## config.mk

```make
export PLATFORM = sky130hd
export DESIGN_NAME = uart_pkt_parser
export DESIGN_NICKNAME = d
export VERILOG_FILES = /design/src/rtl/uart_pkt_pkg.sv /design/src/rtl/uart_pkt_timer.sv /design/src/rtl/uart_pkt_parser.sv
export SDC_FILE = /design/constraint.sdc
export NUM_CORES = 1
export LEC_CHECK = 0
export ABC_AREA = 0
export BUFFER_PORTS_ARGS = -buffer_cell sky130_fd_sc_hd__buf_4
export CAP_MARGIN = 20
export CELL_PAD_IN_SITES_DETAIL_PLACEMENT = 0
export CELL_PAD_IN_SITES_GLOBAL_PLACEMENT = 2
export CORE_UTILIZATION = 29
export DETAILED_ROUTE_END_ITERATION = 8
export PLACE_DENSITY = 0.85
export SETUP_SLACK_MARGIN = 0.02
export SYNTH_ARGS = -nofsm -noshare
export SYNTH_HDL_FRONTEND = slang
export SYNTH_SLANG_ARGS = --single-unit
```

## constraint.sdc

```tcl
create_clock -name clk -period 2.25 [get_ports clk]
set_input_delay 0.45 -clock clk [delete_from_list [all_inputs] [get_ports clk]]
set_output_delay 0.45 -clock clk [all_outputs]
set_load 0.01 [all_outputs]
```

## src/rtl/uart_pkt_pkg.sv

```systemverilog
// Shared types and constants for the UART packet parser.
// Holds the parser state encoding, the sync byte and default sizing.
package uart_pkt_pkg;

    typedef enum logic [2:0] {
        ST_IDLE,
        ST_LEN,
        ST_PAYLOAD,
        ST_CSUM,
        ST_HOLD
    } state_t;

    localparam logic [7:0] SYNC_BYTE              = 8'hA5;
    localparam int         DEFAULT_MAX_LEN        = 16;
    localparam int         DEFAULT_TIMEOUT_CYCLES = 100000;

endpackage

```

## src/rtl/uart_pkt_timer.sv

```systemverilog
// Inter-byte idle timer: counts enabled cycles since the last clear.
// Signals expiry on the TIMEOUT_CYCLES-th consecutive idle cycle.
module uart_pkt_timer
    import uart_pkt_pkg::*;
#(
    parameter int TIMEOUT_CYCLES = DEFAULT_TIMEOUT_CYCLES
) (
    input  logic clk,
    input  logic reset,
    input  logic clear,
    input  logic enable,
    output logic expired
);

    localparam int CW = $clog2(TIMEOUT_CYCLES + 1);

    logic [CW-1:0] count;

    // A byte arriving in the same cycle as the limit wins over expiry
    assign expired = enable && !clear && (count == CW'(TIMEOUT_CYCLES - 1));

    always_ff @(posedge clk) begin
        if (reset || clear || !enable || expired) begin
            count <= '0;
        end else begin
            count <= count + 1'b1;
        end
    end

endmodule

```

## src/rtl/uart_pkt_parser.sv

```systemverilog
// Framed packet parser for a UART byte stream: SYNC, LEN, payload, XOR checksum.
// Holds a good packet until handshake; bytes arriving meanwhile are dropped and counted.
module uart_pkt_parser
    import uart_pkt_pkg::*;
#(
    parameter  int MAX_LEN        = DEFAULT_MAX_LEN,
    parameter  int TIMEOUT_CYCLES = DEFAULT_TIMEOUT_CYCLES,
    localparam int LW             = $clog2(MAX_LEN + 1)
) (
    input  logic                 clk,
    input  logic                 reset,
    input  logic [7:0]           rx_data,
    input  logic                 rx_valid,
    output logic [8*MAX_LEN-1:0] pkt_data,
    output logic [LW-1:0]        pkt_len,
    output logic                 pkt_valid,
    input  logic                 pkt_ready,
    output logic                 err_checksum,
    output logic                 err_len,
    output logic                 err_timeout,
    output logic [15:0]          drop_count
);

    localparam logic [7:0] MAX_LEN_B = 8'(MAX_LEN);

    state_t        state;
    state_t        state_next;
    logic [LW-1:0] len_reg;
    logic [7:0]    csum_acc;
    logic          timer_active;
    logic          timer_expired;
    logic          err_checksum_next;
    logic          err_len_next;
    logic          err_timeout_next;
    logic          last_byte;

    assign timer_active = (state == ST_LEN) || (state == ST_PAYLOAD) || (state == ST_CSUM);
    assign last_byte    = (pkt_len == len_reg - 1'b1);
    assign pkt_valid    = (state == ST_HOLD);

    uart_pkt_timer #(
        .TIMEOUT_CYCLES(TIMEOUT_CYCLES)
    ) u_timer (
        .clk    (clk),
        .reset  (reset),
        .clear  (rx_valid),
        .enable (timer_active),
        .expired(timer_expired)
    );

    always_ff @(posedge clk) begin
        if (reset) begin
            state <= ST_IDLE;
        end else begin
            state <= state_next;
        end
    end

    always_comb begin
        state_next        = state;
        err_checksum_next = 1'b0;
        err_len_next      = 1'b0;
        err_timeout_next  = 1'b0;
        case (state)
            ST_IDLE: begin
                if (rx_valid && rx_data == SYNC_BYTE) begin
                    state_next = ST_LEN;
                end
            end
            ST_LEN: begin
                if (rx_valid) begin
                    if (rx_data > MAX_LEN_B) begin
                        err_len_next = 1'b1;
                        state_next   = ST_IDLE;
                    end else if (rx_data == 8'h00) begin
                        state_next = ST_CSUM;
                    end else begin
                        state_next = ST_PAYLOAD;
                    end
                end else if (timer_expired) begin
                    err_timeout_next = 1'b1;
                    state_next       = ST_IDLE;
                end
            end
            ST_PAYLOAD: begin
                if (rx_valid) begin
                    if (last_byte) begin
                        state_next = ST_CSUM;
                    end
                end else if (timer_expired) begin
                    err_timeout_next = 1'b1;
                    state_next       = ST_IDLE;
                end
            end
            ST_CSUM: begin
                if (rx_valid) begin
                    if (rx_data == csum_acc) begin
                        state_next = ST_HOLD;
                    end else begin
                        err_checksum_next = 1'b1;
                        state_next        = ST_IDLE;
                    end
                end else if (timer_expired) begin
                    err_timeout_next = 1'b1;
                    state_next       = ST_IDLE;
                end
            end
            ST_HOLD: begin
                if (pkt_ready) begin
                    state_next = ST_IDLE;
                end
            end
            default: state_next = ST_IDLE;
        endcase
    end

    // pkt_len doubles as the payload write index while a packet is assembled
    always_ff @(posedge clk) begin
        if (reset) begin
            pkt_data     <= '0;
            pkt_len      <= '0;
            len_reg      <= '0;
            csum_acc     <= '0;
            drop_count   <= '0;
            err_checksum <= 1'b0;
            err_len      <= 1'b0;
            err_timeout  <= 1'b0;
        end else begin
            err_checksum <= err_checksum_next;
            err_len      <= err_len_next;
            err_timeout  <= err_timeout_next;
            case (state)
                ST_IDLE: begin
                    if (rx_valid && rx_data == SYNC_BYTE) begin
                        pkt_data <= '0;
                        pkt_len  <= '0;
                        csum_acc <= '0;
                    end
                end
                ST_LEN: begin
                    if (rx_valid) begin
                        len_reg  <= rx_data[LW-1:0];
                        csum_acc <= rx_data;
                    end
                end
                ST_PAYLOAD: begin
                    if (rx_valid) begin
                        for (int i = 0; i < MAX_LEN; i++) begin
                            if (pkt_len == LW'(i)) begin
                                pkt_data[8*i +: 8] <= rx_data;
                            end
                        end
                        pkt_len  <= pkt_len + 1'b1;
                        csum_acc <= csum_acc ^ rx_data;
                    end
                end
                ST_HOLD: begin
                    if (rx_valid && drop_count != 16'hFFFF) begin
                        drop_count <= drop_count + 1'b1;
                    end
                end
                default: ;
            endcase
        end
    end

endmodule

```

==> flow_metrics.tcl <==
set metrics [dict create \
    outcome "complete, no violations" \
    synth-compound-area-share_pct 9.481 \
    yosysMostFrequentCell "dfxtp_1" \
    rows 58 \
    relSlewSlack_pct 47.73 \
    hpwlAfterDp_um 15100 \
    syn_inst 823 \
    cpPeakStageDelay_ns 0.39 \
    wl_um 21960 \
    drive_gt1_share_pct 24.70 \
    areaGrowthSynthToFinish_pct 32.27 \
    crit_arrival_ns 1.59 \
    avgSynthCellArea_um2 9.221 \
    crit_chain "nor2_2, nand2_1, inv_1, buf_4" \
    post_drt_wl_per_cell_um 16.41 \
    combPwrFrac_pct 9.7 \
    crit_path_end_kind "primary output" \
    worst_pin_slew_ns 0.7781 \
    clock_path_buffers 2 \
    m1WireLength_um 10590 \
    hold_buffers 0 \
    r2r_slack_ns 0.27 \
    antennaDiodeCount 0 \
    p_int_uw 5138 \
    final_cells 1338 \
    gp_congestion 0.7694 \
    ys_top_cells_by_count "185 x dfxtp_1, 116 x nand2_1, 88 x nand3_1, 74 x mux2i_1, 70 x o21ai_0" \
    final_hold_viol_count 0 \
    ys_ff_latch 185 \
    grt_use_total_pct 16.12 \
    wl_met3_um 1079 \
    grt_max_degree 108 \
    ys.flop_type "dfxtp_1" \
    start_util_pct 29.88 \
    synth-xor-area-share_pct 4.847 \
    rsz0062_at_grt "no" \
    num_vias 6390 \
    synthMuxAreaShare_pct 9.761 \
    regMostFlops "pkt_data" \
    cts_tree "built" \
    tns_ns 0 \
    async_reset_ff_share_pct 0 \
    skew_ns 0.01533 \
    die_y_um 163.8 \
    synth-edff-count 0 \
    clk_latency_ns 0.44 \
    synthTopCellsByArea "dfxtp_1 49%, mux2i_1 9.8%, nand3_1 5.8%" \
    critPathRequiredTime_ns 1.80 \
    final.period_utilization_pct 90.85 \
    grt_pass1_vias 5935 \
    fmax_ghz 0.4892 \
    die_area_mm2 0.02682 \
    critPathMaxFanout 8 \
    seq_power_share_pct 48.3 \
    ys.warnings.count 0 \
    power_uw 7193 \
    grt_overflow 0 \
    clkTransAtPathRegs_ns 0.08 \
    wl_met2_um 10070 \
    top_regs "pkt_data: 128 flops, u_timer.count: 17 flops, drop_count: 16 flops" \
    swShare_pct 28.57 \
    vias_per_cell 4.776 \
    p_sw_uw 2055 \
    largest_register_ffs 128 \
    pwr-share-clk_pct 42.0 \
    max-cap-violations 0 \
    slew_viol_final 0 \
    ys_types 53 \
    ys_seq_area_share_pct 48.80 \
    fillers 2594 \
    first_iter_violations 445 \
    crit_slowest_cell "dfxtp_1" \
    cts_made_buffers 17 \
    rr_worst_depth 8 \
    core-area_mm2 0.02540 \
    crit_path_end "pkt_valid" \
    cts.sinks 185 \
    fin_nets 1015 \
    min_path_type "in -> reg" \
    place_inst 1306 \
    antenna_found_initial 1 \
    post-route-min-period_ns 2.044 \
    drtPass1Iterations 5 \
    setup_viol_count_final 0 \
    p_leak_uw 0.003776 \
    cellPowerDensity_mw_per_mm2 716.7 \
    r2r-end "pkt_data[5]" \
    synth_nets 843 \
    ant_nets 0 \
    ios 165 \
    cts_max_level 4 \
    drc 0 \
    setup.worst_path.start "state[1]" \
    routed.top_layer "met4" \
    ir_worst_vdd_v 0.0004188 \
    syn_area_mm2 0.007589 \
    yosysTopAreaCell "dfxtp_1" \
    setup.worst_path.class "reg -> out" \
    cp-start-kind "flop" \
    yosys.area.top_type_share_pct 48.80 \
    r2r_start "pkt_len[0]" \
    numPortBuffers 164 \
    synthAdderAreaFrac_pct 1.319 \
    grt_pass1_wl_um 33350 \
    synth_top_family_by_area "simple AND/OR/NAND/NOR gates" \
    synthSimpleGateAreaFrac_pct 22.57 \
    die_w_um 163.8 \
    cts_root_buffer "clkbuf_16" \
]
## per-layer routing
layer  vias to the layer above  global-route usage, %
li1                       3238                      -
met1                      2987                  22.02
met2                       150                  25.19
met3                        15                  3.485
met4                         0                  5.093
met5                         -                      0
## through the flow
step / hold slack (ns) / util, % / cell area, µm² / setup slack, ns
finish: 0.3471 / 39.52 / 10040 / 0.2059
global route: 0.3299 / 39.52 / 10040 / 0.05684
CTS: 0.3229 / 39.49 / 10030 / 0.1854
detailed placement: 0.4495 / 37.11 / 9427 / 0.05598
global placement: 0.4434 / 37.11 / 9427 / 0.07514
floorplan: 0.4298 / - / 7589 / 0.08845
## area by class of cell
type / instances / area (µm²) / area share, %
clock buffers: 18 / 429.2 / 4.276
inverters: 10 / 37.54 / 0.3740
flip-flops and latches: 185 / 3704 / 36.90
multi-input cells: 579 / 3665 / 36.51
clock inverters: 14 / 172.7 / 1.720
well taps: 330 / 412.9 / 4.114
repair buffers: 202 / 1617 / 16.11
## timing repair
item / in CTS / in global routing
resized for setup: 1 / 1
endpoints found under the setup margin: 1 / 2
setup buffers: 0 / 0
## how the worst min path moves through the flow
stage,cells after the start,end,from
2_1_floorplan,1,u_timer.count[0],u_timer.count[0]
3_3_place_gp,2,pkt_data[44],pkt_data[44]
3_5_place_dp,2,pkt_data[42],pkt_data[42]
4_1_cts,3,len_reg[4],rx_data[4]
5_1_grt,3,len_reg[4],rx_data[4]
6_report,3,len_reg[4],rx_data[4]
## power by group through the flow
stage	Sequential (µW)	Clock (µW)	Combinational, µW
detailed placement	3540	0	696
global placement	3540	0	692
global route	3490	3230	770
CTS	3470	3110	700
finish	3470	3020	701
floorplan	3520	0	475
## logic make-up (layout without fill, tap and decap cells)
logic type,after synthesis,after routing
flip-flops,185,185
XOR/XNOR,42,42
buffers and inverters,59,244
multiplexers,74,74
adder cells (fa/ha/maj),8,8
AO/OA/AOI/OAI,123,123
AND/OR/NAND/NOR,332,332
## worst max-delay path, delay by kind of cell, from the launching register on
family / cells / cell delay, ns
buffers and inverters: 2 / 0.23
and+or+nand+nor: 2 / 0.55
DFF: 1 / 0.39
## layout by cell type (no fill, tap or decap), types with 2 or more instances in the layout
cell / Yosys / routed
a21oi_1: 15 / 15
xor2_1: 23 / 23
inv_6: 0 / 4
clkbuf_16: 0 / 17
or3_1: 5 / 5
o21ai_0: 70 / 70
mux2i_1: 74 / 74
nor4b_2: 1 / 2
clkinv_4: 0 / 2
inv_8: 0 / 2
a31oi_1: 9 / 8
nand4_1: 10 / 10
inv_1: 9 / 9
nor4b_1: 3 / 2
nor2_2: 1 / 2
o2111ai_1: 7 / 7
and4_1: 3 / 3
dfxtp_1: 185 / 185
nand2_1: 116 / 116
and2_1: 2 / 2
ha_1: 8 / 8
clkinv_8: 0 / 6
nor2b_1: 8 / 8
nor3_1: 10 / 10
nand3_1: 88 / 88
nor2_1: 44 / 43
o211ai_1: 7 / 7
nor3b_1: 2 / 2
buf_4: 3 / 194
o21ai_1: 3 / 3
nor4bb_1: 2 / 2
nor3_4: 5 / 5
or4_1: 2 / 2
nor4_4: 3 / 3
nand2b_1: 11 / 11
xnor2_1: 19 / 19
and3_1: 9 / 9
buf_12: 0 / 8
nor4_1: 4 / 4
(Power assumes the default switching activity.)
